File: config.mk
export PLATFORM = sky130hd
export DESIGN_NAME = reset_sequencer
export DESIGN_NICKNAME = d
export VERILOG_FILES = /design/src/rtl/reset_sequencer.sv
export SDC_FILE = /design/constraint.sdc
export NUM_CORES = 1
export LEC_CHECK = 0
export ABC_AREA = 1
export BUFFER_PORTS_ARGS = -buffer_cell sky130_fd_sc_hd__buf_4
export CAP_MARGIN = 5
export CORE_MARGIN = 8
export CORE_UTILIZATION = 40
export DETAILED_ROUTE_END_ITERATION = 8
export MAX_ROUTING_LAYER = met4
export SLEW_MARGIN = 10
export SYNTH_ARGS = -nofsm -noshare
export SYNTH_HDL_FRONTEND = slang
export SYNTH_SLANG_ARGS = --single-unit
File: constraint.sdc
create_clock -name sysclk -period 1.5 [get_ports sysclk]
set_clock_uncertainty 0.1 [all_clocks]
set_input_delay 0.075 -clock sysclk [delete_from_list [all_inputs] [get_ports sysclk]]
set_output_delay 0.075 -clock sysclk [all_outputs]
set_load 0.03 [all_outputs]
File: src/rtl/reset_sequencer.sv
// Releases N_OUT active-low reset domains DLY_STEP cycles apart, plus a one-cycle init pulse.
// Outputs registered from next-state (1 cycle); button latency 2+DEB_CYC cycles; no backpressure.
module reset_sequencer #(
  parameter int N_OUT    = 3,
  parameter int DLY_STEP = 100,
  parameter int PULSE_AT = 200,
  parameter int DEB_CYC  = 16
) (
  input  logic             sysclk,
  input  logic             reset1,
  input  logic             btn_rst_n,
  input  logic             soft_rst_req,
  output logic [N_OUT-1:0] rst_n_out,
  output logic             init_pulse_n,
  output logic             busy,
  output logic             seq_done
);

  localparam int SEQ_LEN = N_OUT * DLY_STEP;
  localparam int CNT_W   = $clog2(SEQ_LEN + 1);
  localparam int DEB_W   = $clog2(DEB_CYC + 1);

  localparam logic [CNT_W-1:0] CNT_MAX   = CNT_W'(SEQ_LEN);
  localparam logic [CNT_W-1:0] PULSE_CNT = CNT_W'(PULSE_AT);
  localparam logic [DEB_W-1:0] DEB_LAST  = DEB_W'(DEB_CYC - 1);

  if (PULSE_AT < 1 || PULSE_AT > SEQ_LEN) begin : g_bad_pulse_at
    $error("reset_sequencer: PULSE_AT must lie in 1..N_OUT*DLY_STEP");
  end

  typedef enum logic [1:0] {
    RAMP = 2'd0,
    RUN  = 2'd1,
    HOLD = 2'd2
  } state_t;

  logic             btn_s1;
  logic             btn_s2;
  logic             btn_db;
  logic [DEB_W-1:0] deb_cnt;

  state_t           state;
  state_t           state_nxt;
  logic [CNT_W-1:0] cnt;
  logic [CNT_W-1:0] cnt_nxt;
  logic             pulse_hit;
  logic [N_OUT-1:0] rst_nxt;
  logic             seq_done_nxt;

  // Debounced level only follows after DEB_CYC consecutive disagreeing samples.
  always_ff @(posedge sysclk or negedge reset1) begin
    if (!reset1) begin
      btn_s1  <= 1'b1;
      btn_s2  <= 1'b1;
      btn_db  <= 1'b1;
      deb_cnt <= '0;
    end else begin
      btn_s1 <= btn_rst_n;
      btn_s2 <= btn_s1;
      if (btn_s2 == btn_db) begin
        deb_cnt <= '0;
      end else if (deb_cnt == DEB_LAST) begin
        btn_db  <= btn_s2;
        deb_cnt <= '0;
      end else begin
        deb_cnt <= deb_cnt + DEB_W'(1);
      end
    end
  end

  // The pulse is tied to the ramp step that lands on PULSE_AT, so it also fires
  // when PULSE_AT equals the final count (the same step that enters RUN).
  always_comb begin
    state_nxt = state;
    cnt_nxt   = cnt;
    pulse_hit = 1'b0;
    case (state)
      RAMP, RUN: begin
        if (!btn_db) begin
          state_nxt = HOLD;
          cnt_nxt   = '0;
        end else if (soft_rst_req) begin
          state_nxt = RAMP;
          cnt_nxt   = '0;
        end else if (state == RAMP) begin
          cnt_nxt   = (cnt == CNT_MAX) ? cnt : cnt + CNT_W'(1);
          state_nxt = (cnt_nxt == CNT_MAX) ? RUN : RAMP;
          pulse_hit = (cnt_nxt == PULSE_CNT);
        end
      end
      HOLD: begin
        cnt_nxt = '0;
        if (btn_db) state_nxt = RAMP;
      end
      default: begin
        state_nxt = RAMP;
        cnt_nxt   = '0;
      end
    endcase
  end

  for (genvar i = 0; i < N_OUT; i++) begin : g_release
    localparam logic [CNT_W-1:0] THR = CNT_W'((i + 1) * DLY_STEP);
    assign rst_nxt[i] = (state_nxt != HOLD) && (cnt_nxt >= THR);
  end

  assign seq_done_nxt = (state_nxt == RUN);

  always_ff @(posedge sysclk or negedge reset1) begin
    if (!reset1) begin
      state        <= RAMP;
      cnt          <= '0;
      rst_n_out    <= '0;
      init_pulse_n <= 1'b1;
      busy         <= 1'b1;
      seq_done     <= 1'b0;
    end else begin
      state        <= state_nxt;
      cnt          <= cnt_nxt;
      rst_n_out    <= rst_nxt;
      init_pulse_n <= !pulse_hit;
      busy         <= !seq_done_nxt;
      seq_done     <= seq_done_nxt;
    end
  end

endmodule
# After elaboration in Yosys (flattened, before gate mapping)
# Cells that the tools add are included.
# classes
addsub	2
n_mul	0
div	0
n_lt_le_gt_ge	3
eq_ne	9
shift	0
n_mux	17
bitwise	1
n_reduce_logical	8
# ops
cell	count
9-bit 2-to-1 mux	5
9-bit equality test (second input constant)	2
5-bit 2-to-1 mux	2
9-bit by 1-bit adder with 9-bit output (second input constant)	1
9-bit by 8-bit equality test with 1-bit output (second input constant)	1
9-bit by 7-bit greater-or-equal comparator with 1-bit output (second input constant)	1
9-bit by 8-bit greater-or-equal comparator with 1-bit output (second input constant)	1
9-bit greater-or-equal comparator (second input constant)	1
2-bit 2-to-1 mux	4
5-bit by 1-bit adder with 5-bit output (second input constant)	1
5-bit by 4-bit equality test with 1-bit output (second input constant)	1
1-bit 2-to-1 mux	5
2-bit by 1-bit equality test with 1-bit output (second input constant)	2
2-bit one-hot mux with 2 select lines	1
1-bit logical AND	3
2-bit equality test (second input constant)	1
1-bit zero test	2
2-bit zero test	1
2-bit != test (second input constant)	1
2-bit AND reduction	1
2-bit OR reduction	1
1-bit equality test	1
1-bit inverter	1
# totals
reg_bits	25
latch_bits	0
mem_bits_rw	0
mem_bits_ro	0
in_bits	4
output_inout_bits	6
word_cells	50
n_memories	0

# Depth between registers and ports, before layout
# Gate-level depths: netlist of run 1.
# logic_depth
word_depth	10
ltp_mapped	12

# Worst setup path before layout of run 1
# Ideal clock, no wire load.
# synth_timing
path_type	register -> register
from	register cnt[0]
to	register rst_n_out[1]
setup_time_ps	123
arrival_time_ps	1395
required_ps	1277
slack_ps	-118
path_stages_with_launch	12
path_buffers	0
period_less_slack_ps	1618
path_cell_list	dfrtp_1 inv_1 ha_1 nand2_1 nor2_1 nand2_2 nand2_2 nand2_1 nand2_1 nand2_1 o21ai_0 nand2_1
# synth_via
elab_chain_cells	10
word_cells_on_any_way	16
cone_classes	add/sub: 1; order compare: 1; eq/ne: 3; mux: 10; reduce/logical: 1
# synth_rtl
element	line_no	rtl
start, declared	44	logic [CNT_W-1:0] cnt;
start signal, assigned	119	cnt <= cnt_nxt;
9-bit by 1-bit adder with 9-bit output or 9-bit equality test (tied branches)	86	cnt_nxt = (cnt == CNT_MAX) ? cnt : cnt + CNT_W'(1);
9-bit 2-to-1 mux	86	
9-bit equality test	87	state_nxt = (cnt_nxt == CNT_MAX) ? RUN : RAMP;
1-bit 2-to-1 mux	87	
2-bit 2-to-1 mux	85	end else if (state == RAMP) begin
2-bit 2-to-1 mux	82	end else if (soft_rst_req) begin
2-bit 2-to-1 mux	79	if (!btn_db) begin
2-bit one-hot mux with 2 select lines	77	case (state)
2-bit != test	104	assign rst_nxt[i] = (state_nxt != HOLD) && (cnt_nxt >= THR);
1-bit logical AND (*)	104	
via rst_nxt[1]	47	logic [N_OUT-1:0] rst_nxt;
end signal, assigned	120	rst_n_out <= rst_nxt;
end, declared	13	output logic [N_OUT-1:0] rst_n_out,
# The timed path passes the listed nets; every way through them passes the cells marked *.
# A chain may end at the register's enable or synchronous reset.

# Worst setup path in the final report of run 1
# layout_timing
from	register cnt[1]
to	register rst_n_out[0]
# The elaborated chain is that of the path after synthesis.

==> results of run 1 <==
==> how the worst max path moves through the flow <==
stage                                   to  slack [ns]  cells after the start             start
detailed placement  rst_n_out[2]$_DFF_PN0_       -0.21                     10  cnt[1]$_DFF_PN0_
global route        rst_n_out[0]$_DFF_PN0_       -0.31                     11  cnt[1]$_DFF_PN0_
global placement        state[0]$_DFF_PN0_       -0.19                     11  cnt[1]$_DFF_PN0_
floorplan           rst_n_out[0]$_DFF_PN0_       -0.04                     11  cnt[0]$_DFF_PN0_
CTS                 rst_n_out[0]$_DFF_PN0_       -0.18                     11  cnt[0]$_DFF_PN0_
finish              rst_n_out[0]$_DFF_PN0_       -0.25                     11  cnt[1]$_DFF_PN0_
==> power groups by stage <==
stage / logic [mW] / registers (mW) / clock network, mW
global placement: 0.0327 / 0.703 / 0
global route: 0.0446 / 0.694 / 0.366
CTS: 0.0397 / 0.692 / 0.338
detailed placement: 0.0357 / 0.704 / 0
finish: 0.0390 / 0.692 / 0.330
floorplan: 0.0119 / 0.703 / 0
==> repair_timing <==
item,CTS,global route
setup endpoints to repair,13,16
pin swaps,8,10
hold buffers,2,0
gates resized for setup,10,44
endpoints found under the hold margin,26,0
buffers inserted,3,5
==> logic make-up (layout without fill, tap and decap cells) <==
kind of cell             Yosys count  after routing  share of synthesized area [%]
AND/OR/NAND/NOR                   87             87                           31.0
buffers and inverters             28             76                           8.52
flip-flops                        25             25                           46.2
AO/OA/AOI/OAI                     18             18                           8.06
XOR/XNOR                           4              4                           2.56
adder cells (fa/ha/maj)            3              3                           2.75
multiplexers                       1              1                          0.824
==> worst max-delay path: stages (launching register included) <==
cell	delay, ns
dfrtp_2	0.48
inv_2	0.09
ha_4	0.14
nand2_4	0.05
nor2_4	0.14
nand2_4	0.09
nand2_4	0.11
nand2_4	0.06
nand2_4	0.06
nand2_2	0.06
o21ai_1	0.13
nand3_1	0.09
==> routing by layer <==
metal,wire (um),vias to the layer above,share of wire (%),track usage (%)
li1,-,625,-,-
met1,1630,622,44,17.2
met2,1860,38,50,23.6
met3,169,9,4.5,2.96
met4,78,0,2.1,4.57
met5,0,-,0,-
==> cell usage in the layout (no fill, tap or decap), drive strengths merged, types with 3 or more instances in the layout <==
| master | count |
|---|---|
| a21oi | 7 |
| nand4 | 3 |
| ha | 3 |
| buf | 44 |
| nand2 | 44 |
| dfstp | 5 |
| dfrtp | 20 |
| o21ai | 8 |
| inv | 26 |
| clkbuf | 3 |
| nand3 | 17 |
| nor2 | 21 |
==> flip-flops by register name, summed over array words and instances, names as in the netlist <==
| signal | count |
|---|---|
| cnt | 9 |
| btn_db | 1 |
| init_pulse_n | 1 |
| btn_s2 | 1 |
| rst_n_out | 3 |
| deb_cnt | 5 |
| btn_s1 | 1 |
| state | 2 |
| busy | 1 |
| seq_done | 1 |
==> layout make-up <==
class | instances | area [um^2] | area share (%)
timing repair buffer | 46 | 358 | 17.9
tap | 46 | 57.6 | 2.87
sequential | 25 | 637 | 31.8
multi-input combinational | 113 | 825 | 41.1
clock buffer | 3 | 22.5 | 1.12
clock inverter | 1 | 7.51 | 0.375
inverter | 26 | 97.6 | 4.87
==> stage by stage <==
step	TNS [ns]	hold slack, ns	cell area (um^2)	instances
after CTS	-1.45	0.0338	1800	256
after global placement	-0.938	-0.106	1710	247
final	-1.66	0.0424	2000	260
after floorplan	-0.125	-0.321	1390	166
after global routing	-2.64	0.0820	2000	260
after detailed placement	-1.22	-0.103	1710	247
==> metrics.txt, run 1 <==
Synth Cell Area 0.00137 mm^2; part of the power in combinational logic under 10%; EDFF count, synth 0; root buf cell clkbuf_4; Leak 0.955 nW; maximum vdd drop 0.390 mV; largest net degree at the start of global routing 26; DP Worst Slack -0.215 ns; Clk Latency, worst-skew pair 0.34 ns; Cells after Synth between 150 and 200; Synth area leaders dfrtp_1 37%, nand2_1 11%, dfstp_2 9.6%, inv_1 6.9%, nand3_2 5.1%; RSZ-0062 raised after global routing yes; total of max-cap violations 0; Hold Fails Final Rpt 0; sequential share of power roughly two thirds; # diodes 0; routed vias/inst 4.98; Arr. time, crit path 1.86 ns; fin worst setup slack -0.246 ns; clock slew at reported path FFs 0.16 ns; Slew Limit Headroom approximately 79%; asr flop ratio synth 100%; final worst path period share 116%; row count 21; die area 0.00554 mm^2; share of layout cells above drive strength 1 53.3%; routed vias 1294; Remaining Overflow, GRT 0; CP Launch Type flop; Sw Ratio 24.2%; crit end category flop; final setup fails 13; CTS Buf Count 3; Syn Nets 173; r2r worst-path depth 11; clk sink count 25; commonest cells in the netlist 40 x nand2_1, 25 x inv_1, 20 x dfrtp_1, 17 x nor2_1, 10 x nand3_1; Seq/Total Area, Yosys 46.2%; Clock power frac ~31%; worst-path fanout max 6; fin util 60.5%; WL final 3740 um; core area 0.00331 mm^2; Buffers on Ports 9; num ports 10; P per Cell Area 529 mW/mm^2; vias in the first global route 1290; fin crit period roughly 1.7 ns; most common cell in the netlist nand2_1; global-route wire length before repair 5870 um; fmax 0.573 GHz; Post-synth top flop dfrtp_1; Routed Antenna Nets 0; DRC Markers 0; Synth top area share ~37%; Crit Path Category reg -> reg; Final Max Tran Viols 0; Tot Pwr 1.06 mW; status complete, but fails checks; CTS tree done; # nets final 222; initial antenna violation count 0; clock buffer depth 2; R2R Setup Slk -0.25 ns; Initial Utilization 41.3%; drt initial violations 101; violated checks setup timing; synth unique cells 27; # fillers 290; DRT Pass-1 Iters 4; Area Overhead vs Synth 46.7%; Wirelength per Cell 14.4 um; Pint 0.804 mW; Tightest Pin Transition 0.313 ns; total global-route track usage 14.4%; Yosys top cell by area dfrtp_1; Psw 0.257 mW; r2r startpoint cnt[1]$_DFF_PN0_; Req. time, crit path 1.62 ns; type of the worst min-delay path in -> async; Synth Register Bits 25; Final HPWL DP 2610 um; die width roughly 74 um; Placer Congestion between 0.9 and 1; CTS H-tree depth 1; Warnings, synthesis 0; worst r2r dst rst_n_out[0]$_DFF_PN0_; Avg Inst Size Synth 8.23 um^2; DIE HEIGHT 74.4 um
(Power assumes the default switching activity.)
==> run 2, diff against run 1 <==
CORE_UTILIZATION = 53   (was 40)
PLACE_DENSITY = 0.74   (was default)
==> run 2 against run 1 <==
Effect of this change: the flow still finishes with violations (setup timing); clock power is essentially flat; highest routed layer unchanged; largest power group unchanged; register-to-register slack improved by 0.05 ns; design area shrank 6.6%.
==> metrics.txt, run 2 (same netlist as run 1, synthesis figures left out) <==
violated checks setup timing; Slew Limit Headroom 76.8%; Largest register FFs 9; top flop regs cnt (9), deb_cnt (5), rst_n_out (3); row count 18; dpl cell area 0.00167 mm^2; DRT Pass-1 Iters 4; type of the worst min-delay path in -> reg; fmax 0.590 GHz; fin crit period between 1.5 and 2 ns; HP Start soft_rst_req; Clk Latency, worst-skew pair 0.34 ns; WL final between 3000 and 4000 um; core area 0.00245 mm^2; DRC Markers 0; clock buffer depth 2; commonest non-fill, non-tap cell in the layout buf_4; Req. time, crit path 1.65 ns; final worst path period share 113%; Tightest Pin Transition 0.348 ns; routed vias about 1300; Design Area, Final between 0.0015 and 0.002 mm^2; final setup fails 12; Buffers on Ports 9; maximum vdd drop 0.639 mV; DIE HEIGHT 66.8 um; clock slew at reported path FFs 0.15 ns; drt initial violations 82; clk sink count 25; num ports 10; CTS tree done; Wirelength per Cell 15.1 um; Final Max Tran Viols 0; CTS H-tree depth 1; CTS Buf Count 3; vias in the first global route approximately 1400; crit path from cnt[1]$_DFF_PN0_; setup TNS -1.47 ns; total global-route track usage 17.9%; status complete, but fails checks; Largest Register cnt; Routed Antenna Nets 0; commonest non-fill, non-tap cells in the layout 37 x buf_4, 26 x nand2_1, 21 x inv_1, 16 x dfrtp_1, 15 x nand2_2; initial antenna violation count 0; routed vias/inst 5.49; die width 66.8 um; largest net degree at the start of global routing 26; Hold Slack 0.00427 ns; fin worst setup slack -0.195 ns; # nets final 216; worst-path fanout max 3; Final HPWL DP 2470 um; global-route wire length before repair 5980 um; Remaining Overflow, GRT 0; Area Overhead vs Synth 37.0%; Crit Path Category reg -> reg; Hold Fails Final Rpt 0; P per Cell Area 567 mW/mm^2; Arr. time, crit path 1.85 ns; Leak 0.925 nW; share of layout cells above drive strength 1 47.6%; total of max-cap violations 0; CTS Hold Buffers Added 2; Initial Utilization 55.7%; r2r startpoint cnt[1]$_DFF_PN0_; crit end category flop; root buf cell clkbuf_4; # diodes 0; die area 0.00446 mm^2; CP Launch Type flop; RSZ-0062 raised after global routing yes; Placer Congestion 0.995
-- run 2: changes by cell type in the layout (fill, tap and decap cells not counted), moves of 2 or more --
cell,change
buf_4,-5
nand2_4,-4
a21oi_1,+2
a21oi_2,-2
buf_6,-2
inv_1,+2
inv_2,-2
nand2_1,+2
nand2_2,+2
nand3_2,+2
nand3_4,-2
-- run 2: stage by stage --
step | total power [mW] | setup WS, ns | util (%) | std cells
after floorplan | 0.715 | -0.0413 | - | 166
after global placement | 0.736 | -0.132 | 68.0 | 227
after detailed placement | 0.737 | -0.219 | 68.0 | 227
after CTS | 1.05 | -0.162 | 73.8 | 236
after global routing | 1.10 | -0.283 | 76.2 | 238
final | 1.06 | -0.195 | 76.2 | 238
-- run 2: what timing repair did --
item	CTS	global route
setup buffers	3	2
resized for setup	22	15
hold endpoints to repair	26	2
endpoints found under the setup margin	13	15
cloned	0	0
pin swaps	5	6
-- run 2: worst max-delay path, cell delays in order, from the launching register on --
cell,delay (ns)
dfrtp_2,0.44
ha_4,0.18
nand3_4,0.10
nor2_4,0.16
nand2_1,0.12
nand3_2,0.11
nand3_2,0.10
inv_2,0.11
nor2_1,0.05
nand3_1,0.09
nand2_1,0.05
-- run 2: metal layers --
metal	up-vias	part of all wire, %	track usage, %
li1	611	-	-
met1	624	41	19.8
met2	60	50	29.9
met3	11	6.8	3.52
met4	0	2.5	8.80
met5	-	0	-
-- run 2: area by class of cell --
cell class	instances	area, um^2
sequential	25	637
clock buffer	3	22.5
clock inverter	1	7.51
inverter	26	97.6
multi-input combinational	113	752
tap	30	37.5
timing repair buffer	40	318
fill	153	583
-- run 2: worst paths after layout --
kind	cells after the start	endpoint	slack, ns
setup / recovery	10	rst_n_out[2]$_DFF_PN0_	-0.20
hold / removal	5	seq_done$_DFF_PN0_	0.004
setup reg to reg	10	rst_n_out[2]$_DFF_PN0_	-0.20
hold reg to reg	0	btn_s2$_DFF_PN1_	0.27
max in group asynchronous	2	init_pulse_n$_DFF_PN1_	0.97
min in group asynchronous	2	seq_done$_DFF_PN0_	0.04
-- run 2: power by group --
group          switching [mW]  internal (mW)  total (mW)
Sequential            0.00585          0.686       0.692
Clock                   0.228          0.102       0.331
Combinational          0.0222         0.0172      0.0394
==> run 3, diff against run 2 <==
CELL_PAD_IN_SITES_DETAIL_PLACEMENT = 1   (was default)
CELL_PAD_IN_SITES_GLOBAL_PLACEMENT = 2   (was default)
CORE_UTILIZATION = 32   (was 53)
PLACE_DENSITY = default   (was 0.74)
PLACE_DENSITY_LB_ADDON = 0.1   (was default)
SETUP_SLACK_MARGIN = 0.05   (was default)
==> run 3 against run 2 <==
Effect of this change: the run still ends with setup timing left; critical path depth unchanged; via count decreased by 2.2%; setup slack got worse by 0.066 ns; hold slack improved by 0.14 ns; sequential share of layout area decreased by 4.0 points; non-clock buffer count grew 11; utilization is 24 points lower; cell count grew 13%; combinational power rose by 13%; sequential power about the same; global-route usage shrank 4.8 points; total power grew 6.8%; critical path type unchanged; largest power group unchanged.
==> metrics.txt, run 3 (same netlist as run 1, synthesis figures left out) <==
Initial Utilization 33.7%; global-route wire length before repair 6550 um; row count 23; Routed Antenna Nets 0; DP Worst Slack -0.275 ns; die area 0.00662 mm^2; crit path cell chain inv_2, ha_4, nand2_4, nor2_4, nand2_4, nand2_2, nand2_1, nor2_2, nand3_4, a21oi_2; Hold Fails Final Rpt 0; Clock power frac 35.1%; Area Overhead vs Synth 55.2%; Req. time, crit path between 1.5 and 2 ns; Tightest Pin Transition 0.339 ns; Placer Congestion 0.857; CP max stage cell dfrtp_2; part of the power in combinational logic 3.9%; delay-heaviest family, CP simple AND/OR/NAND/NOR gates; Pint 0.893 mW; total of max-cap violations 0; # diodes 0; Clk Latency, worst-skew pair approximately 0.27 ns; DRC Markers 0; total global-route track usage a little over an eighth; Leak 1.00 nW; Largest Register cnt; maximum vdd drop 0.438 mV; worst-path fanout max 6; commonest non-fill, non-tap cell in the layout buf_4; largest net degree at the start of global routing 26; routed vias/inst 4.75; vias in the first global route 1420; Final HPWL DP 2930 um; fin worst setup slack -0.261 ns; clock slew at reported path FFs ~0.09 ns; root buf cell clkbuf_8; CTS tree done; Sw Ratio 21.3%; Remaining Overflow, GRT 0; DRT Pass-1 Iters 4; clock buffer depth 2; Cell Count, Final, Fillers Out 269; Final Max Tran Viols 0; CP Launch Type flop; commonest non-fill, non-tap cells in the layout 44 x buf_4, 22 x nand2_1, 18 x inv_1, 16 x dfrtp_1, 13 x nor2_1; type of the worst min-delay path in -> async; Slew Limit Headroom between 70% and 80%; P per Cell Area 535 mW/mm^2; top flop regs cnt (9), deb_cnt (5), rst_n_out (3); status complete, but fails checks; core area 0.00406 mm^2; Largest register FFs 9; drt initial violations 37; CTS H-tree depth 1; CTS Buf Count 3; CP max stage delay 0.45 ns; num ports 10; fmax ~0.57 GHz; WL final just over 4000 um; clk sink count 25; final setup fails 13; final worst path period share 117%; violated checks setup timing; Post-Place Cells 252; RSZ-0062 raised after global routing yes; initial antenna violation count 0; fin crit period 1.76 ns; DIE HEIGHT 81.3 um; setup TNS -1.83 ns; routed vias 1277; Wirelength per Cell 15.4 um; Buffers on Ports 9; sequential share of power 61.0%; share of layout cells above drive strength 1 57.1%; Psw 0.241 mW; Crit path buffers/inverters 1; Crit Path Category reg -> reg; die width 81.3 um; fin util 52.3%; crit end category flop; # fillers between 400 and 500; # nets final approximately 230; most frequent CP cell nand2_4; Arr. time, crit path around 1.9 ns
-- run 3: cell count changes in the layout (fill, tap and decap cells not counted), moves of 4 or more --
cell     delta
nand2_1     -4
buf_6       +4
nand2_4     +7
buf_4       +7
-- run 3: final timing paths --
| check | from | to | slack [ns] | cells past startpoint |
|---|---|---|---|---|
| min reg2reg | btn_s1$_DFF_PN1_ | btn_s2$_DFF_PN1_ | 0.26 | 0 |
| min in group sysclk | soft_rst_req | seq_done$_DFF_PN0_ | 0.15 | 5 |
| max reg2reg | cnt[1]$_DFF_PN0_ | state[0]$_DFF_PN0_ | -0.26 | 10 |
| max in group asynchronous | reset1 | btn_db$_DFFE_PN1P_ | 0.85 | 2 |
| max | cnt[1]$_DFF_PN0_ | state[0]$_DFF_PN0_ | -0.26 | 10 |
| min | reset1 | cnt[0]$_DFF_PN0_ | 0.14 | 2 |
-- run 3: stage by stage --
stage | power [mW] | cell area, um^2 | hold WS [ns]
final | 1.13 | 2120 | 0.144
after global routing | 1.18 | 2120 | 0.166
after CTS | 1.15 | 1910 | 0.137
after detailed placement | 0.740 | 1730 | -0.0965
after global placement | 0.737 | 1730 | -0.0993
after floorplan | 0.715 | 1390 | -0.321
-- run 3: power groups by stage --
stage	clock network [mW]	registers (mW)	logic (mW)
floorplan	0	0.703	0.0119
global placement	0	0.704	0.0338
detailed placement	0	0.705	0.0349
CTS	0.420	0.691	0.0424
global route	0.439	0.693	0.0519
finish	0.398	0.691	0.0446
-- run 3: what timing repair did --
| action | in CTS | in global routing |
|---|---|---|
| pin swaps | 9 | 12 |
| endpoints found under the setup margin | 15 | 17 |
| gates resized for setup | 29 | 38 |
| buffers inserted | 4 | 7 |
| hold buffers | 2 | 0 |
| endpoints found under the hold margin | 26 | 0 |
-- run 3: routing by layer --
layer | vias to the layer above | wire [um] | track usage (%)
li1 | 630 | - | -
met1 | 623 | 1800 | 15.7
met2 | 14 | 2160 | 22.4
met3 | 10 | 90 | 1.99
met4 | 0 | 91 | 3.21
met5 | - | 0 | -
-- run 3: worst reg2reg max path, stage by stage, from the launching register on --
cell	delay, ns
dfrtp_2	0.45
inv_2	0.09
ha_4	0.15
nand2_4	0.05
nor2_4	0.13
nand2_4	0.10
nand2_2	0.11
nand2_1	0.09
nor2_2	0.14
nand3_4	0.12
a21oi_2	0.16
-- run 3: cell type report --
type / count / area [um^2] / share of cell area [%]
clock buffers: 3 / 41.3 / 1.95
clock inverters: 1 / 7.51 / 0.354
inverters: 26 / 100 / 4.72
multi-input cells: 113 / 857 / 40.4
flip-flops and latches: 25 / 637 / 30.0
well taps: 50 / 62.6 / 2.95
repair buffers: 51 / 415 / 19.6
